File: src/rtl/kbd_pkg.sv
// Shared PS/2 key-event definitions: prefix bytes, decoder state encoding and history entry format.
package kbd_pkg;

    localparam logic [7:0] PS2_EXT_PREFIX = 8'hE0;
    localparam logic [7:0] PS2_BRK_PREFIX = 8'hF0;
    localparam logic [7:0] PS2_ERR_LO     = 8'h00;
    localparam logic [7:0] PS2_ERR_HI     = 8'hFF;

    typedef enum logic [1:0] {
        ST_IDLE    = 2'd0,
        ST_EXT     = 2'd1,
        ST_BRK     = 2'd2,
        ST_EXT_BRK = 2'd3
    } kbd_state_t;

    typedef struct packed {
        logic       ext;
        logic [7:0] code;
    } kbd_key_t;

    function automatic logic is_err_byte(input logic [7:0] b);
        return (b == PS2_ERR_LO) || (b == PS2_ERR_HI);
    endfunction

endpackage

File: src/rtl/kbd_hist_buf.sv
// Circular history of recently pressed keys, read combinationally by age (0 = newest).
module kbd_hist_buf
    import kbd_pkg::*;
#(
    parameter int DEPTH = 8,
    parameter int IDX_W = $clog2(DEPTH)
) (
    input  logic             clk,
    input  logic             rst,
    input  logic             push,
    input  kbd_key_t         push_data,
    input  logic [IDX_W-1:0] rd_idx,
    output kbd_key_t         rd_data,
    output logic [IDX_W:0]   level
);

    localparam logic [IDX_W:0] LEVEL_FULL = (IDX_W+1)'(DEPTH);

    kbd_key_t         mem [DEPTH];
    logic [IDX_W-1:0] wr_ptr;
    logic [IDX_W-1:0] rd_slot;

    // wr_ptr always names the slot the next push lands in, so once full it is also the oldest entry.
    always_ff @(posedge clk) begin
        if (!rst) begin
            for (int i = 0; i < DEPTH; i++) begin
                mem[i] <= '0;
            end
            wr_ptr <= '0;
            level  <= '0;
        end else if (push) begin
            mem[wr_ptr] <= push_data;
            wr_ptr      <= wr_ptr + IDX_W'(1);
            if (level != LEVEL_FULL) begin
                level <= level + (IDX_W+1)'(1);
            end
        end
    end

    assign rd_slot = wr_ptr - rd_idx - IDX_W'(1);

    always_comb begin
        rd_data = '0;
        if ({1'b0, rd_idx} < level) begin
            rd_data = mem[rd_slot];
        end
    end

endmodule

File: src/rtl/kbd_event_tracker.sv
// PS/2 scan-code stream to key press/release events with press counter and key history.
// Define KBD_REPEAT_EN to report typematic repeats as events that also advance the counter.
module kbd_event_tracker
    import kbd_pkg::*;
#(
    parameter int COUNT_W = 8,
    parameter int DEPTH   = 8,
    parameter int IDX_W   = $clog2(DEPTH)
) (
    input  logic               clk,
    input  logic               rst,
    input  logic               code_valid,
    input  logic [7:0]         code,
    output logic               code_ready,
    output logic               is_press,
    output logic [7:0]         key,
    output logic               key_ext,
    output logic [COUNT_W-1:0] count,
    output logic               event_valid,
    output logic               event_break,
    output logic               event_repeat,
    output logic               err,
    input  logic [IDX_W-1:0]   hist_rd_idx,
    output logic [8:0]         hist_rd_data,
    output logic [IDX_W:0]     hist_level
);

    kbd_state_t state, state_nxt;
    logic       accept;
    logic       make_req, brk_req, err_req;
    logic       ev_ext;
    logic       matches_held;
    logic       hist_push;
    kbd_key_t   hist_rd_key;

    assign accept = code_valid && code_ready;

    always_comb begin
        state_nxt = state;
        make_req  = 1'b0;
        brk_req   = 1'b0;
        err_req   = 1'b0;
        ev_ext    = 1'b0;
        if (accept) begin
            if (is_err_byte(code)) begin
                err_req   = 1'b1;
                state_nxt = ST_IDLE;
            end else begin
                case (state)
                    ST_IDLE: begin
                        if (code == PS2_EXT_PREFIX) begin
                            state_nxt = ST_EXT;
                        end else if (code == PS2_BRK_PREFIX) begin
                            state_nxt = ST_BRK;
                        end else begin
                            make_req = 1'b1;
                        end
                    end
                    ST_EXT: begin
                        if (code == PS2_BRK_PREFIX) begin
                            state_nxt = ST_EXT_BRK;
                        end else if (code != PS2_EXT_PREFIX) begin
                            make_req  = 1'b1;
                            ev_ext    = 1'b1;
                            state_nxt = ST_IDLE;
                        end
                    end
                    ST_BRK: begin
                        brk_req   = 1'b1;
                        state_nxt = ST_IDLE;
                    end
                    ST_EXT_BRK: begin
                        brk_req   = 1'b1;
                        ev_ext    = 1'b1;
                        state_nxt = ST_IDLE;
                    end
                    default: state_nxt = ST_IDLE;
                endcase
            end
        end
    end

    // A make of the key already held is a typematic repeat and never enters the history.
    assign matches_held = is_press && (key == code) && (key_ext == ev_ext);
    assign hist_push    = make_req && !matches_held;

    always_ff @(posedge clk) begin
        if (!rst) begin
            state       <= ST_IDLE;
            code_ready  <= 1'b0;
            is_press    <= 1'b0;
            key         <= 8'h00;
            key_ext     <= 1'b0;
            count       <= '0;
            event_valid <= 1'b0;
            event_break <= 1'b0;
            err         <= 1'b0;
        end else begin
            code_ready  <= 1'b1;
            state       <= state_nxt;
            err         <= err_req;
            event_valid <= 1'b0;
            event_break <= 1'b0;
            if (hist_push) begin
                key         <= code;
                key_ext     <= ev_ext;
                is_press    <= 1'b1;
                count       <= count + COUNT_W'(1);
                event_valid <= 1'b1;
            end else if (brk_req && matches_held) begin
                is_press    <= 1'b0;
                event_valid <= 1'b1;
                event_break <= 1'b1;
            end
`ifdef KBD_REPEAT_EN
            else if (make_req) begin
                count       <= count + COUNT_W'(1);
                event_valid <= 1'b1;
            end
`endif
        end
    end

`ifdef KBD_REPEAT_EN
    logic repeat_q;

    always_ff @(posedge clk) begin
        if (!rst) begin
            repeat_q <= 1'b0;
        end else begin
            repeat_q <= make_req && matches_held;
        end
    end

    assign event_repeat = repeat_q;
`else
    assign event_repeat = 1'b0;
`endif

    kbd_hist_buf #(
        .DEPTH (DEPTH),
        .IDX_W (IDX_W)
    ) u_hist (
        .clk       (clk),
        .rst       (rst),
        .push      (hist_push),
        .push_data ('{ext: ev_ext, code: code}),
        .rd_idx    (hist_rd_idx),
        .rd_data   (hist_rd_key),
        .level     (hist_level)
    );

    assign hist_rd_data = hist_rd_key;

endmodule

File: config.mk
export PLATFORM = sky130hd
export DESIGN_NAME = kbd_event_tracker
export DESIGN_NICKNAME = d
export VERILOG_FILES = /design/src/rtl/kbd_pkg.sv /design/src/rtl/kbd_hist_buf.sv /design/src/rtl/kbd_event_tracker.sv
export SDC_FILE = /design/constraint.sdc
export NUM_CORES = 1
export LEC_CHECK = 0
export ABC_AREA = 1
export CAP_MARGIN = 20
export CORE_UTILIZATION = 60
export CTS_CLUSTER_SIZE = 12
export DETAILED_ROUTE_END_ITERATION = 7
export PLACE_DENSITY = 0.84
export SYNTH_ARGS = -nofsm -noshare
export SYNTH_HDL_FRONTEND = slang
export SYNTH_HIERARCHICAL = 1
export SYNTH_SLANG_ARGS = --single-unit
File: constraint.sdc
create_clock -name clk -period 5.5 [get_ports clk]
set_clock_uncertainty 0.05 [all_clocks]
set_input_delay 0.55 -clock clk [delete_from_list [all_inputs] [get_ports clk]]
set_output_delay 0.55 -clock clk [all_outputs]
set_load 0.01 [all_outputs]
Yosys cells after proc, flatten, opt, wreduce, memory -nomap -nowiden:

Memories as Yosys holds them, arrays and structs flattened.
Index checks and enable logic that the tools add are counted.

* logic and storage cells: 80
* output and inout bits: 36
* RAM bits: 72
* register bits after elaboration: 31
* memories kept: 1
* input bits: 14

Memory list
* u_hist.mem: depth 8, bits a word 9, rd ports 1, clocked after memory_dff 0, write ports 8, RTL line kbd_hist_buf.sv:19 `kbd_key_t mem [DEPTH];`

* eq/ne operators: 12
* reduce and logical (&&, ||, !) cells: 16
* $lt $le $gt $ge: 1
* add/subtract/negate cells: 5
* multiplexer cells: 33
* bitwise gates (word level): 1

Operators by type and width (number)
* $eq 8x8->1 const B: 3
* $mux 1: 22
* $mux 9: 2
* $ne 4x4->1 const B: 3
* $mux 2: 5
* $reduce_or 9->1: 1
* $add 8x1->8 const B: 1
* $eq 8x8->1: 1
* $logic_not 8->1: 1
* $ne 8x8->1 const B: 1
* $pmux 2 s3: 1
* $logic_and 1x1->1: 5
* $add 4x1->4 const B: 1
* $eq 2x2->1 const B: 2
* $lt 3x4->1: 1
* $pmux 1 s2: 2
* $reduce_and 2->1: 2
* $reduce_or 2->1: 2
* $add 3x1->3 const B: 1
* $mux 3: 1
* $reduce_and 3->1: 1
* $sub 3x1->3 const B: 1
* $sub 3x3->3: 1
* $eq 2x1->1 const B: 1
* other kinds (6): 6

Logic depth before layout (Yosys ltp):

* depth after elaboration: 15
* depth in mapped cells: 16
* gate-level depth less buffers: 15

Modules after synthesis:

Netlist, hierarchy kept.

By module, submodules not included
* kbd_hist_buf: area each 3849.9 sq um, seq. area each 2302.2 sq um, cells each 426, times used 1
* kbd_event_tracker: area each 1376.3 sq um, seq. area each 480.5 sq um, cells each 194, times used 1

Worst setup path after synthesis:

OpenSTA, ideal clock, no wires.

* path kind: input to register
* start point: input port code[2]
* end point: memory u_hist/mem[0][0] (netlist name) (enable)
* data required time: 5.116 ns
* data arrival time: 2.189 ns
* library setup time: 0.334 ns
* path buffers: 1
* setup slack: 2.927 ns
* stages on the path: 16
* cells stage by stage: nor2_1 > nand2_2 > inv_2 > nand2_1 > nand2_1 > nand2_1 > nand2_1 > nand2_2 > nand3_4 > nand2_8 > inv_4 > buf_12 > nand2_1 > nor2_4 > nand2_2 > nand2_1

RTL lines
* start: declaration: RTL line kbd_event_tracker.sv:13 `input logic [7:0] code,`
* end: declaration: RTL line kbd_hist_buf.sv:19

Final worst setup path:

* start point: input port hist_rd_idx[0]
* end point: output port hist_rd_data[0]

* longest elaborated chain between the ends: 4
* elaborated cells on any way between the ends: 5
* classes of those cells: add/sub (2); order compare (1); mux (1); memory (1)

Ends and longest elaborated chain
* start: declaration: RTL line kbd_event_tracker.sv:23 `input logic [IDX_W-1:0] hist_rd_idx,`
* $sub 3x3->3: RTL line kbd_hist_buf.sv:40 `assign rd_slot = wr_ptr - rd_idx - IDX_W'(1);`
* $sub 3x1->3: RTL line kbd_hist_buf.sv:40
* $mem_v2 8x9
* $mux 9 *: RTL line kbd_hist_buf.sv:44 `if ({1'b0, rd_idx} < level) begin`
* end: declaration: RTL line kbd_event_tracker.sv:24 `output logic [8:0] hist_rd_data,`

Mark *: on every way between the ends. The rest lies on a longest branch, timed or not.

==> metrics.md <==
| Metric | Value |
|---|---|
| Core area | 8340 um^2 |
| Drt via density | 5.47 |
| Top cell type's share of synthesized area | 41.4% |
| Kind of critical path | in -> out |
| Die Y | 95.3 um |
| Fin nets | 686 |
| Htree depth | 3 |
| Slowest cell on the critical path | fa_1 |
| TNS Setup | 0 ns |
| GRT Residual Overflow | 0 |
| DRT iter0 DRCs | 370 |
| Fin crit share | 73.7% |
| Synth Register Bits | 103 |
| DRC viols | 0 |
| Clock tree from TritonCTS | yes |
| FF-to-FF Start | code_ready |
| Crit path max fanout | 19 |
| Area contributors post-synth | edfxtp_1, nand2_1, dfxtp_1 |
| Fin crit period | 4.05 ns |
| PwrDens | 277 nW/um^2 |
| Synth Area in Compound Gates | 3.38% |
| Synth Cell Area | 5230 um^2 |
| MaxCap Viol Count | 0 |
| Vias | 4,236 |
| Routed wire per std cell | 15.4 um |
| Vias in the first global route | 3,891 |
| Yosys top cell by area | edfxtp_1 |
| PortBufs | 48 |
| Worst Setup Start Kind | input port |
| Slew Limit Fails | 0 |
| Ys Warns | 6 |
| # IOs | 50 |
| Syn Inst Count | 620 |
| Global route hottest layer | met2 |
| Clock Sinks | 103 |
| Synth unique cells | 33 |
| Fin. Hold Viols | 0 |
| # hold bufs at CTS | 0 |
| Register area share after synthesis | 53.2% |
| Leak | 2.47 nW |
| Global-route usage over all layers | 27.8% |
| Slew @ Worst Pin | 0.754 ns |
| Worst skew pair latency | 0.37 ns |
| Status | finished clean |
| Resized Gates After CTS | 0 |
| CP Capture Type | output pin |
| Largest family of logic cells by synthesized area | simple AND/OR/NAND/NOR gates |
| Peak VDD IR | 0.145 mV |
| Die X | 95.3 um |
| Pin count of the biggest net entering global routing | 37 |
| Met1 Resource Use GR | 36.2% |
| RSZ-0062 raised after global routing | no |
| Clock root cell | clkbuf_8 |
| Hold/Removal Path Class | reg -> reg |
| Area grow syn2layout | 13.0% |
| Slew HR | 49.7% |
| Syn_area_per_cell | 8.43 um^2 |
| Fmax | 247 MHz |
| CP top delay family | buffers and inverters |
| Hold Startpoint | code_ready |
| Detailed placer's ending HPWL | 8.47 mm |
| Initial antenna violation count | 0 |
| CTS buffer count | 9 |
| Adder-Cell Fraction of Synth Area | 2.06% |
| Post-CTS setup buffer count | 0 |
| Endpoints failing setup | 0 |
| FILL cells | 664 |
| Bufs on Longest Clock Path | 2 |
| WP buf/inv | 4 |
| Die area | 9090 um^2 |
| Post-route cell area | 5910 um^2 |
| Critical path origin | hist_rd_idx[0] |
| Starting density of the core | 62.7% |
| Synth Area in XOR/XNOR | 1.51% |
| # diodes | 0 |
| Cell repeated most along the worst path | nand2_1 |
| Placer Congestion | 0.968 |
| Final Core Density | 70.8% |
| Placed cell areas | 5700 um^2 |
| Crit path DAT | 3.45 ns |
| Delay of the slowest critical-path stage | 0.98 ns |
| Num rows | 33 |
| Share of cells above drive strength 1 | 8.07% |
| Hold slack | 0.418 ns |
| Mux share of post-synthesis cell area | 0% |
| Drt first pass iters | 6 |
| Cell Chain, Critical Path | clkdlybuf4s50_1, inv_1, ha_1, fa_1, inv_4, nand3_1, nand2_1, nand2_1, nand2_1, nor2_1, clkdlybuf4s50_1 |
| R2r setup slk | 2.71 ns |
| First-pass GRT wire length | 18.5 mm |
| Antenna Nets Post-Route | 0 |
| GRT met2 Usage | 45.1% |
| Met3 GRT Util | 4.78% |
| Required time worst endpoint | 4.90 ns |
| Total Wirelength | 11.9 mm |
| Simple-Gate Fraction of Synth Area | 32.9% |
| Syn_nets | 642 |
| Clk slew on worst S/H paths | 0.11 ns |
-- worst paths after layout --
path,end,cells after the start
min reg2reg,err,2
min,err,2
max reg2reg,u_hist/mem[4][8],12
max,hist_rd_data[0],11
-- worst register-to-register path, delay by kind of cell, from the launching register on --
family	cells	cell delay [ns]
buffers and inverters	2	0.31
and+or+nand+nor	10	1.76
DFF	1	0.34
-- final cells by class --
type,count,area [um^2],area share (%)
flip-flops and latches,103,2780,47.1
multi-input cells,449,2090,35.4
repair buffers,50,495,8.39
inverters,51,201,3.41
well taps,105,131,2.22
clock buffers,9,124,2.10
clock inverters,7,83.8,1.42
-- flip-flops by register name, summed over array words and instances, names as in the netlist --
name,count
key_ext,1
is_press,1
err,1
event_break,1
count,8
key,8
state,2
u_hist/level,4
code_ready,1
u_hist/wr_ptr,3
u_hist/mem,72
event_valid,1
-- layer usage --
metal | vias up | part of all wire (%)
met5 | - | 0
met4 | 0 | 3.1
met3 | 29 | 7.8
met2 | 189 | 48
met1 | 1937 | 41
li1 | 2081 | -
-- where the power goes --
group / switching (mW) / internal, mW
clock network: 0.272 / 0.219
registers: 0.0174 / 0.857
logic: 0.173 / 0.0950
total: 0.462 / 1.17
-- through the flow --
step	cells	setup slack (ns)	total power [mW]
final	774	1.45	1.63
after floorplan	620	2.93	1.07
after global routing	774	1.28	1.70
after CTS	774	1.47	1.64
after detailed placement	758	1.47	1.16
after global placement	758	1.51	1.15
-- layout by cell type, fill, tap and decap left out, types with 3 or more instances in the layout --
cell type and n:
nand2_1 183, nor2_1 112, edfxtp_1 72, nand3_1 62, clkdlybuf4s50_1 48, inv_1 46, dfxtp_1 31, a21oi_1 17
nand2_2 14, o21ai_0 13, nor2_2 10, clkbuf_8 9, xor2_1 7, ha_1 7, nand3b_1 4, nor3_1 4
inv_6 4, nor2_4 3
-- cells in the mapped netlist --
library cell,number
buf_12,1
inv_1,46
nand3b_1,4
inv_6,1
dfxtp_1,31
conb_1,1
edfxtp_1,72
nand2_1,183
nand3_4,1
inv_2,2
o21ai_0,13
a21oi_1,17
nand2_8,1
buf_4,5
o21ai_1,1
a21oi_2,1
clkbuf_1,2
nor2_2,10
o22ai_1,2
xor2_1,7
nand3_1,62
buf_2,2
nor2_8,1
fa_1,1
xnor2_1,2
nor3_1,4
nand4_1,2
nor2_1,112
nand2_2,14
inv_4,2
buf_6,7
nor2_4,3
ha_1,7
-- cells by family after synthesis --
group                      count (synthesis)
adders and majority gates                  8
xor gates and xnor gates                   9
AOI/OAI and AO/OA                         34
and+or+nand+nor                          397
DFF                                      103
buffers and inverters                     68
other                                      1
No activity file was read; power rests on OpenSTA's default activity.
